## src/rtl/mul_rr_arbiter.sv

```systemverilog
// mul_rr_arbiter: shares one pipelined signed 32x32 multiplier among N
// requesters. A round-robin arbiter picks one valid requester per cycle and
// drives its operands onto mul_x/mul_y. A LATENCY-deep tag pipeline remembers
// who owns each in-flight product, so the product on mul_z can be steered
// back to its owner.
//
// Ports:
//   clk, rst            clock, asynchronous active-low reset
//   enable              1 = new grants allowed (in-flight ops always drain)
//   req_valid/req_ready per-requester operand handshake (ready is one-hot)
//   req_x, req_y        packed operands, requester i at [32i+31:32i]
//   mul_x, mul_y        winner operands to the multiplier (0 when idle)
//   mul_z               product from the multiplier, LATENCY cycles later
//   rsp_valid/id/z      one-hot result valid, owner index, product
//   busy                any tag stage valid

// Per-requester slice: grant decode, operand masking, response decode.
module mul_rr_lane #(
  parameter int IDX = 0,
  parameter int IDW = 2
) (
  input  logic           gnt,
  input  logic [IDW-1:0] win_id,
  input  logic [31:0]    x,
  input  logic [31:0]    y,
  input  logic           rsp_vld,
  input  logic [IDW-1:0] rsp_id_in,
  output logic           ready,
  output logic [31:0]    x_m,
  output logic [31:0]    y_m,
  output logic           rsp_hit
);
  assign ready   = gnt && (win_id == IDW'(IDX));
  // Only the winner contributes, so the top can OR-reduce lane operands.
  assign x_m     = ready ? x : '0;
  assign y_m     = ready ? y : '0;
  assign rsp_hit = rsp_vld && (rsp_id_in == IDW'(IDX));
endmodule

module mul_rr_arbiter #(
  parameter int N       = 4,
  parameter int IDW     = 2,
  parameter int LATENCY = 2
) (
  input  logic            clk,
  input  logic            rst,
  input  logic            enable,
  input  logic [N-1:0]    req_valid,
  input  logic [N*32-1:0] req_x,
  input  logic [N*32-1:0] req_y,
  output logic [N-1:0]    req_ready,
  output logic [31:0]     mul_x,
  output logic [31:0]     mul_y,
  input  logic [63:0]     mul_z,
  output logic [N-1:0]    rsp_valid,
  output logic [IDW-1:0]  rsp_id,
  output logic [63:0]     rsp_z,
  output logic            busy
);
  logic [IDW-1:0] rr_ptr_q, rr_ptr_d;
  logic           gnt;
  logic [IDW-1:0] win_id;
  logic [IDW:0]   idx;

  logic [LATENCY:1]          vld_pipe_q, vld_pipe_d;
  logic [LATENCY:1][IDW-1:0] id_pipe_q, id_pipe_d;

  logic [N-1:0][31:0] lane_x, lane_y;

  // Scan rr_ptr, rr_ptr+1, ... mod N; first valid requester wins. Grants are
  // suppressed while reset is asserted so req_ready reads 0 in reset.
  always_comb begin
    gnt    = 1'b0;
    win_id = '0;
    idx    = '0;
    for (int k = 0; k < N; k++) begin
      idx = {1'b0, rr_ptr_q} + (IDW+1)'(k);
      if (idx >= (IDW+1)'(N)) idx = idx - (IDW+1)'(N);
      for (int i = 0; i < N; i++) begin
        if (!gnt && enable && rst && req_valid[i] && idx == (IDW+1)'(i)) begin
          gnt    = 1'b1;
          win_id = IDW'(i);
        end
      end
    end
  end

  // Every grant is a handshake: ready is only raised toward a valid requester.
  always_comb begin
    rr_ptr_d = rr_ptr_q;
    if (gnt) rr_ptr_d = (win_id == IDW'(N-1)) ? '0 : win_id + IDW'(1);
  end

  always_comb begin
    vld_pipe_d    = vld_pipe_q;
    id_pipe_d     = id_pipe_q;
    vld_pipe_d[1] = gnt;
    id_pipe_d[1]  = win_id;
    for (int k = 2; k <= LATENCY; k++) begin
      vld_pipe_d[k] = vld_pipe_q[k-1];
      id_pipe_d[k]  = id_pipe_q[k-1];
    end
  end

  always_ff @(posedge clk or negedge rst) begin
    if (!rst) begin
      rr_ptr_q   <= '0;
      vld_pipe_q <= '0;
      id_pipe_q  <= '0;
    end else begin
      rr_ptr_q   <= rr_ptr_d;
      vld_pipe_q <= vld_pipe_d;
      id_pipe_q  <= id_pipe_d;
    end
  end

  for (genvar i = 0; i < N; i++) begin : g_lane
    mul_rr_lane #(.IDX(i), .IDW(IDW)) u_lane (
      .gnt       (gnt),
      .win_id    (win_id),
      .x         (req_x[32*i +: 32]),
      .y         (req_y[32*i +: 32]),
      .rsp_vld   (vld_pipe_q[LATENCY]),
      .rsp_id_in (id_pipe_q[LATENCY]),
      .ready     (req_ready[i]),
      .x_m       (lane_x[i]),
      .y_m       (lane_y[i]),
      .rsp_hit   (rsp_valid[i])
    );
  end

  always_comb begin
    mul_x = '0;
    mul_y = '0;
    for (int i = 0; i < N; i++) begin
      mul_x = mul_x | lane_x[i];
      mul_y = mul_y | lane_y[i];
    end
  end

  assign rsp_id = vld_pipe_q[LATENCY] ? id_pipe_q[LATENCY] : '0;
  assign rsp_z  = vld_pipe_q[LATENCY] ? mul_z : '0;
  assign busy   = |vld_pipe_q;
endmodule

```

## config.mk

```make
export PLATFORM = sky130hd
export DESIGN_NAME = mul_rr_arbiter
export DESIGN_NICKNAME = d
export VERILOG_FILES = /design/src/rtl/mul_rr_arbiter.sv
export SDC_FILE = /design/constraint.sdc
export NUM_CORES = 1
export LEC_CHECK = 0
export CORE_AREA = 3 3 178 180
export CTS_BUF_LIST = sky130_fd_sc_hd__clkbuf_4
export CTS_CLUSTER_SIZE = 40
export DETAILED_ROUTE_END_ITERATION = 10
export DIE_AREA = 0 0 181 183
export PLACE_DENSITY = 0.48
export SLEW_MARGIN = 30
export SYNTH_ARGS = -nofsm -noshare
export SYNTH_HDL_FRONTEND = slang
export SYNTH_SLANG_ARGS = --single-unit
```

## constraint.sdc

```tcl
create_clock -name clk -period 16.3 [get_ports clk]
set_clock_uncertainty 0.05 [all_clocks]
set_input_delay 4.89 -clock clk [delete_from_list [all_inputs] [get_ports clk]]
set_output_delay 4.89 -clock clk [all_outputs]
set_load 0.05 [all_outputs]
```

# Yosys cells after proc, flatten, opt, wreduce, memory -nomap -nowiden
# Cells that the tools add are included.
[totals] ff_bits=8 output_inout_bits=139 wordCells=179
[classes] add_sub_neg=8 order_cmp=4 n_eq_ne=18 mux=46 n_bitwise=6 reduce_logical=93
[ops] cell="32-bit 2-to-1 mux" n=8
[ops] cell="32-bit bitwise OR" n=6
[ops] cell="1-bit logical AND" n=71
[ops] cell="64-bit 2-to-1 mux" n=1
[ops] cell="2-bit 2-to-1 mux" n=16
[ops] cell="3-bit by 2-bit == test with 1-bit output (second input constant)" n=8
[ops] cell="1-bit 2-to-1 mux" n=17
[ops] cell="1-bit logical NOT" n=15
[ops] cell="3-bit by 1-bit == test with 1-bit output (second input constant)" n=4
[ops] cell="3-bit logical NOT" n=4
[ops] cell="3-bit 2-to-1 mux" n=4
[ops] cell="3-bit >= comparator (second input constant)" n=3
[ops] cell="3-bit subtractor (second input constant)" n=3
[ops] cell="2-bit == test (second input constant)" n=4
[ops] cell="2-bit by 2-bit adder with 3-bit output (second input constant)" n=2
[ops] cell="2-bit by 1-bit == test with 1-bit output (second input constant)" n=2
[ops] cell="2-bit logical NOT" n=2
[ops] cell="2-bit by 1-bit adder with 3-bit output (second input constant)" n=1
[ops] cell="2-bit by 3-bit >= comparator with 1-bit output (second input constant)" n=1
[ops] cell="2-bit by 3-bit subtractor with 3-bit output (second input constant)" n=1
[ops] cell="2-bit by 1-bit adder with 2-bit output (second input constant)" n=1
[ops] cell="2-bit OR reduction" n=1

# Depth between registers and ports, before layout
[depth] word_depth=101 mapped_depth=12

# Hierarchy
# Synthesis repeated with hierarchy kept, for this count alone.
[unflattened] hier_cells=526 area_unflattened_um2=4688.2
[by_module_without_submodules] module="mul_rr_lane (g_lane[1].u_lane ...)" instances=2 cells_each=87 area_per_inst_um2=803.3 seq_area_each_um2=0.0
[by_module_without_submodules] module="mul_rr_arbiter" instances=1 cells_each=178 area_per_inst_um2=1326.3 seq_area_each_um2=200.2
[by_module_without_submodules] module="mul_rr_lane (g_lane[0].u_lane)" instances=1 cells_each=87 area_per_inst_um2=994.7 seq_area_each_um2=0.0
[by_module_without_submodules] module="mul_rr_lane (g_lane[3].u_lane)" instances=1 cells_each=87 area_per_inst_um2=760.7 seq_area_each_um2=0.0

# Worst setup path before layout
# Ideal clock, no wire load.
[synth_timing] path_type="input port to output port" startpoint="input req_valid[1]" endpoint="output mul_x[13]" t_arrival_ns=7.275 setup_slack_ns=4.085 stages=12 path_buffers=3 cell_sequence="buf_2 -> a211oi_2 -> a31oi_1 -> or2_1 -> nor3_1 -> or2_2 -> ha_1 -> clkbuf_1 -> clkbuf_1 -> a22oi_1 -> a21oi_1 -> a221o_1"
[synth_via] elab_chain_len=93
[synth_rtl] item="from (decl)" line="48" text="input logic [N-1:0] req_valid,"
[synth_rtl] item="1-bit logical AND (2 in series)" line="80" text="if (!gnt && enable && rst && req_valid[i] && idx == (IDW+1)'(i)) begin"
[synth_rtl] item="1-bit 2-to-1 mux" line="80"
[synth_rtl] item="1-bit logical NOT" line="80"
[synth_rtl] item="1-bit logical AND (4 in series)" line="80"
[synth_rtl] item="1-bit 2-to-1 mux" line="80"
[synth_rtl] item="1-bit logical NOT" line="80"
[synth_rtl] item="1-bit logical AND (4 in series)" line="80"
[synth_rtl] item="1-bit 2-to-1 mux" line="80"
[synth_rtl] item="[66 not listed]"
[synth_rtl] item="1-bit logical NOT" line="80"
[synth_rtl] item="1-bit logical AND (4 in series)" line="80"
[synth_rtl] item="2-bit 2-to-1 mux" line="80"
[synth_rtl] item="2-bit by 1-bit == test with 1-bit output / 2-bit logical NOT (equally long branches)" line="33" text="assign ready = gnt && (win_id == IDW'(IDX));"
[synth_rtl] item="1-bit logical AND" line="33"
[synth_rtl] item="32-bit 2-to-1 mux" line="35" text="assign x_m = ready ? x : '0;"
[synth_rtl] item="32-bit bitwise OR (2 in series)" line="136" text="mul_x = mul_x | lane_x[i];"
[synth_rtl] item="32-bit bitwise OR (*)" line="136"
[synth_rtl] item="to (decl)" line="52" text="output logic [31:0] mul_x,"
# Mark *: on every way between the ends. The rest lies on a longest branch, timed or not.

# Worst setup path after layout
[layout_timing] startpoint="input rst" endpoint="output mul_y[20]"
[layout_via] elab_chain_len=100
[layout_rtl] item="from (decl)" line="46" text="input logic rst,"
[layout_rtl] item="1-bit logical AND (3 in series)" line="80"
[layout_rtl] item="1-bit 2-to-1 mux" line="80"
[layout_rtl] item="1-bit logical NOT" line="80"
[layout_rtl] item="1-bit logical AND (4 in series)" line="80"
[layout_rtl] item="1-bit 2-to-1 mux" line="80"
[layout_rtl] item="1-bit logical NOT" line="80"
[layout_rtl] item="1-bit logical AND (4 in series)" line="80"
[layout_rtl] item="1-bit 2-to-1 mux" line="80"
[layout_rtl] item="[73 not listed]"
[layout_rtl] item="1-bit logical AND (4 in series)" line="80"
[layout_rtl] item="2-bit 2-to-1 mux (*)" line="80"
[layout_rtl] item="named net g_lane[0].u_lane.win_id[1]" line="23" text="input logic [IDW-1:0] win_id,"
[layout_rtl] item="2-bit by 1-bit == test with 1-bit output / 2-bit logical NOT (equally long branches)" line="33"
[layout_rtl] item="1-bit logical AND" line="33"
[layout_rtl] item="32-bit 2-to-1 mux" line="36" text="assign y_m = ready ? y : '0;"
[layout_rtl] item="32-bit bitwise OR (2 in series)" line="137" text="mul_y = mul_y | lane_y[i];"
[layout_rtl] item="32-bit bitwise OR (*)" line="137"
[layout_rtl] item="to (decl)" line="53" text="output logic [31:0] mul_y,"
# The timed path passes the listed nets; every way through them passes the cells marked *.

==> reports/metrics.cfg <==
[outcome]
outcome=finished clean

[synthesis]
synthFlopType=dfrtp_1
syn_nets=714
synth_top_family_by_area=compound AO/OA/AOI/OAI gates
synthDistinctLibCells=37
synth-simple-area-share_pct=21.2
synth_edf_count=0
yosysSeqAreaShare_pct=7.16
synth_warnings=0
synth_xor_area_share_pct=0
synth_mux_area_share_pct=0.805
syn_inst=385
synth-seq-cells=8
netlist_area_um2=2800
synth_fa_ha_area_share_pct=1.30
avgSynthCellArea_um2=7.27
postSynth.asyncResetShare_pct=100
synth_compound_area_share_pct=57.6

[timing]
max_freq_mhz=70.0
maxSlewViolCount=0
rsz0062_at_grt=no
timing.final.crit_share_pct=87.6
timing.final.ws_setup_ns=2.02
hold_viol=0
layout_min_cycle_time_ns=14.28
relSlewSlack_pct=37.3
setup_tns_ns=0
worstMarginPinSlew_ns=0.941
finalSetupViolCount=0

[clocking]
cts_hold_buf=0
cts.sinks=8
cts_root_buf=clkbuf_4
cts_resized=0
cts-buffers-inserted=3
cts_max_path_buffers=2
clock_latency_ns=0.25
cts_tree=done
post_cts_buffers=0
htreeDepth=1
cts.clk_slew.worst_paths_ns=0.05

[placement]
hpwl_um=19400
io_buffers=465
gp_congestion=0.787
preCtsSetupSlack_ns=1.98

[critical_path]
reg2reg_depth=6
endpoint_kind=primary output
reg2reg_slack_ns=13.11
arrival_ns=9.34
path_max_fanout=35
r2r-start=rr_ptr_q[1]$_DFFE_PN0P_
cp.required_ns=11.36
start_kind=input pin
r2r_end=rr_ptr_q[1]$_DFFE_PN0P_
critPathKind=in2out

[min_path]
worstHoldStart=id_pipe_d[3]$_DFF_PN0_
hold_path_depth=0
hp-class=reg2reg
min_to=id_pipe_q[3]$_DFF_PN0_

[grt]
grt_usage_pct=12.9
overflow=0
grt_pass1_wl_um=33000
antenna_found_initial=5
grt_pass1_vias=5102
grt_max_degree=71

[route]
vias_per_cell=4.16
detail-route-antenna-nets=0
drtIter0Drc=272
num_vias=4995
routed_wl_um=23700
drcViolationCount=0
wl_per_cell_um=19.8
dr.pass1.iters=4

[floorplanning]
die_area_um2=33100
die-width_um=181
core-area_um2=30300
io_pins=466
start_util_pct=9.22
chipHeight_um=183
rows=64

[power_and_ir_drop]
power.density_nw_per_um2=94.3
fin_total_pwr_w=0.000730
ir_drop_uv=50.8
p_leak_nw=2.71

[layout]
area_delta_synth_final_pct=177
drive_above_1_share_pct=3.25
nets=1131

[run]
maxCapViolCount=0

==> routing by layer <==
metal / up-vias / routed length [um] / part of all wire, % / GRT usage, %
li1: 2363 / - / - / -
met1: 2300 / 9600 / 40 / 15.5
met2: 312 / 11500 / 49 / 22.9
met3: 20 / 2150 / 9.1 / 3.83
met4: 0 / 441 / 1.9 / 2.80
met5: - / 0 / 0 / 0
==> cell type report <==
cell class	instances	area, um^2
Sequential cell	8	200
Antenna cell	5	12.5
Clock buffer	3	22.5
Timing Repair Buffer	472	4710
Inverter	3	11.3
Multi-Input combinational cell	314	2300
Fill cell	3296	22600
Tap cell	396	495
==> worst max-delay path by stage <==
stage | from | endpoint | slack, ns | cells after the start
floorplan | req_valid[1] | mul_x[13] | 4.08 | 12
global placement | rst | mul_y[20] | 2.01 | 12
detailed placement | rst | mul_y[20] | 1.98 | 11
CTS | rst | mul_y[20] | 1.97 | 11
global route | rst | mul_y[20] | 1.67 | 11
finish | rst | mul_y[20] | 2.02 | 11
==> state kept, by name, summed over array words and instances (netlist names) <==
| register | count |
|---|---|
| rr_ptr_q | 2 |
| id_pipe_q | 2 |
| vld_pipe_q | 2 |
| id_pipe_d | 2 |
==> critical path: stages <==
cell             delay, ns
clkdlybuf4s50_1       0.70
and2_1                0.32
nand2_1               0.09
or2_1                 0.26
o21ai_0               0.33
ha_2                  0.79
buf_4                 0.49
a22oi_1               0.13
a21oi_1               0.24
a221o_1               0.22
clkdlybuf4s50_1       0.82
==> cell usage in the layout (no fill, tap or decap), drive strengths merged <==
master | synthesis | routed
a2111oi | 1 | 1
o221a | 1 | 1
a21oi | 70 | 70
nand2b | 4 | 4
ha | 2 | 2
dfrtp | 8 | 8
o311a | 1 | 1
maj3 | 1 | 1
or3b | 1 | 1
nand2 | 5 | 5
and3 | 1 | 1
o221ai | 1 | 1
a21boi | 2 | 2
inv | 3 | 3
a221o | 64 | 64
nor3b | 1 | 1
a22oi | 64 | 64
and2 | 69 | 69
clkdlybuf4s50 | 0 | 465
clkbuf | 29 | 3
a31oi | 2 | 2
diode | 0 | 5
a211oi | 2 | 2
o21bai | 1 | 1
nand3 | 1 | 1
nor3 | 3 | 3
buf | 31 | 7
or2 | 5 | 5
nor2 | 5 | 5
nor2b | 1 | 1
and3b | 1 | 1
nand3b | 1 | 1
o21ai | 1 | 1
o32ai | 1 | 1
mux2 | 2 | 2
==> kinds of logic (layout without fill, tap and decap cells) <==
| logic type | after synthesis | after routing |
|---|---|---|
| AOI/OAI and AO/OA | 211 | 211 |
| and+or+nand+nor | 98 | 98 |
| buffers and inverters | 63 | 478 |
| DFF | 8 | 8 |
| adders and majority gates | 3 | 3 |
| muxes | 2 | 2 |
| other | 0 | 5 |
==> per-stage QoR <==
stage	cell area, um^2	std cells	hold WS, ns	util (%)
after floorplan	2800	385	0.281	-
after global placement	7710	1193	0.287	25.4
after detailed placement	7710	1193	0.286	25.4
after CTS	7730	1196	0.291	25.5
after global routing	7740	1198	0.301	25.5
final	7750	1201	0.289	25.5
==> synth_stat cells (2+ instances only) <==
cell type   n  area [um^2]
clkbuf_1   29          109
a31oi_1     2         12.5
a21boi_0    2         15.0
or2_2       4         25.0
a221o_1    64          641
buf_6       6         67.6
nand2_1     5         18.8
buf_2      16         80.1
nand2b_1    4         25.0
a22oi_1    64          480
inv_1       3         11.3
a21oi_1    70          350
nor2_1      5         18.8
buf_4       9         67.6
a211oi_2    2         25.0
ha_1        2         25.0
and2_1     69          432
dfrtp_1     8          200
nor3_1      3         15.0
==> power by group <==
| group | internal [W] | switching [W] |
|---|---|---|
| registers | 0.0000245 | 0.0000105 |
| logic | 0.000266 | 0.000415 |
| clock network | 0.00000839 | 0.00000624 |
Note: power is estimated with default switching activity, not from simulation.
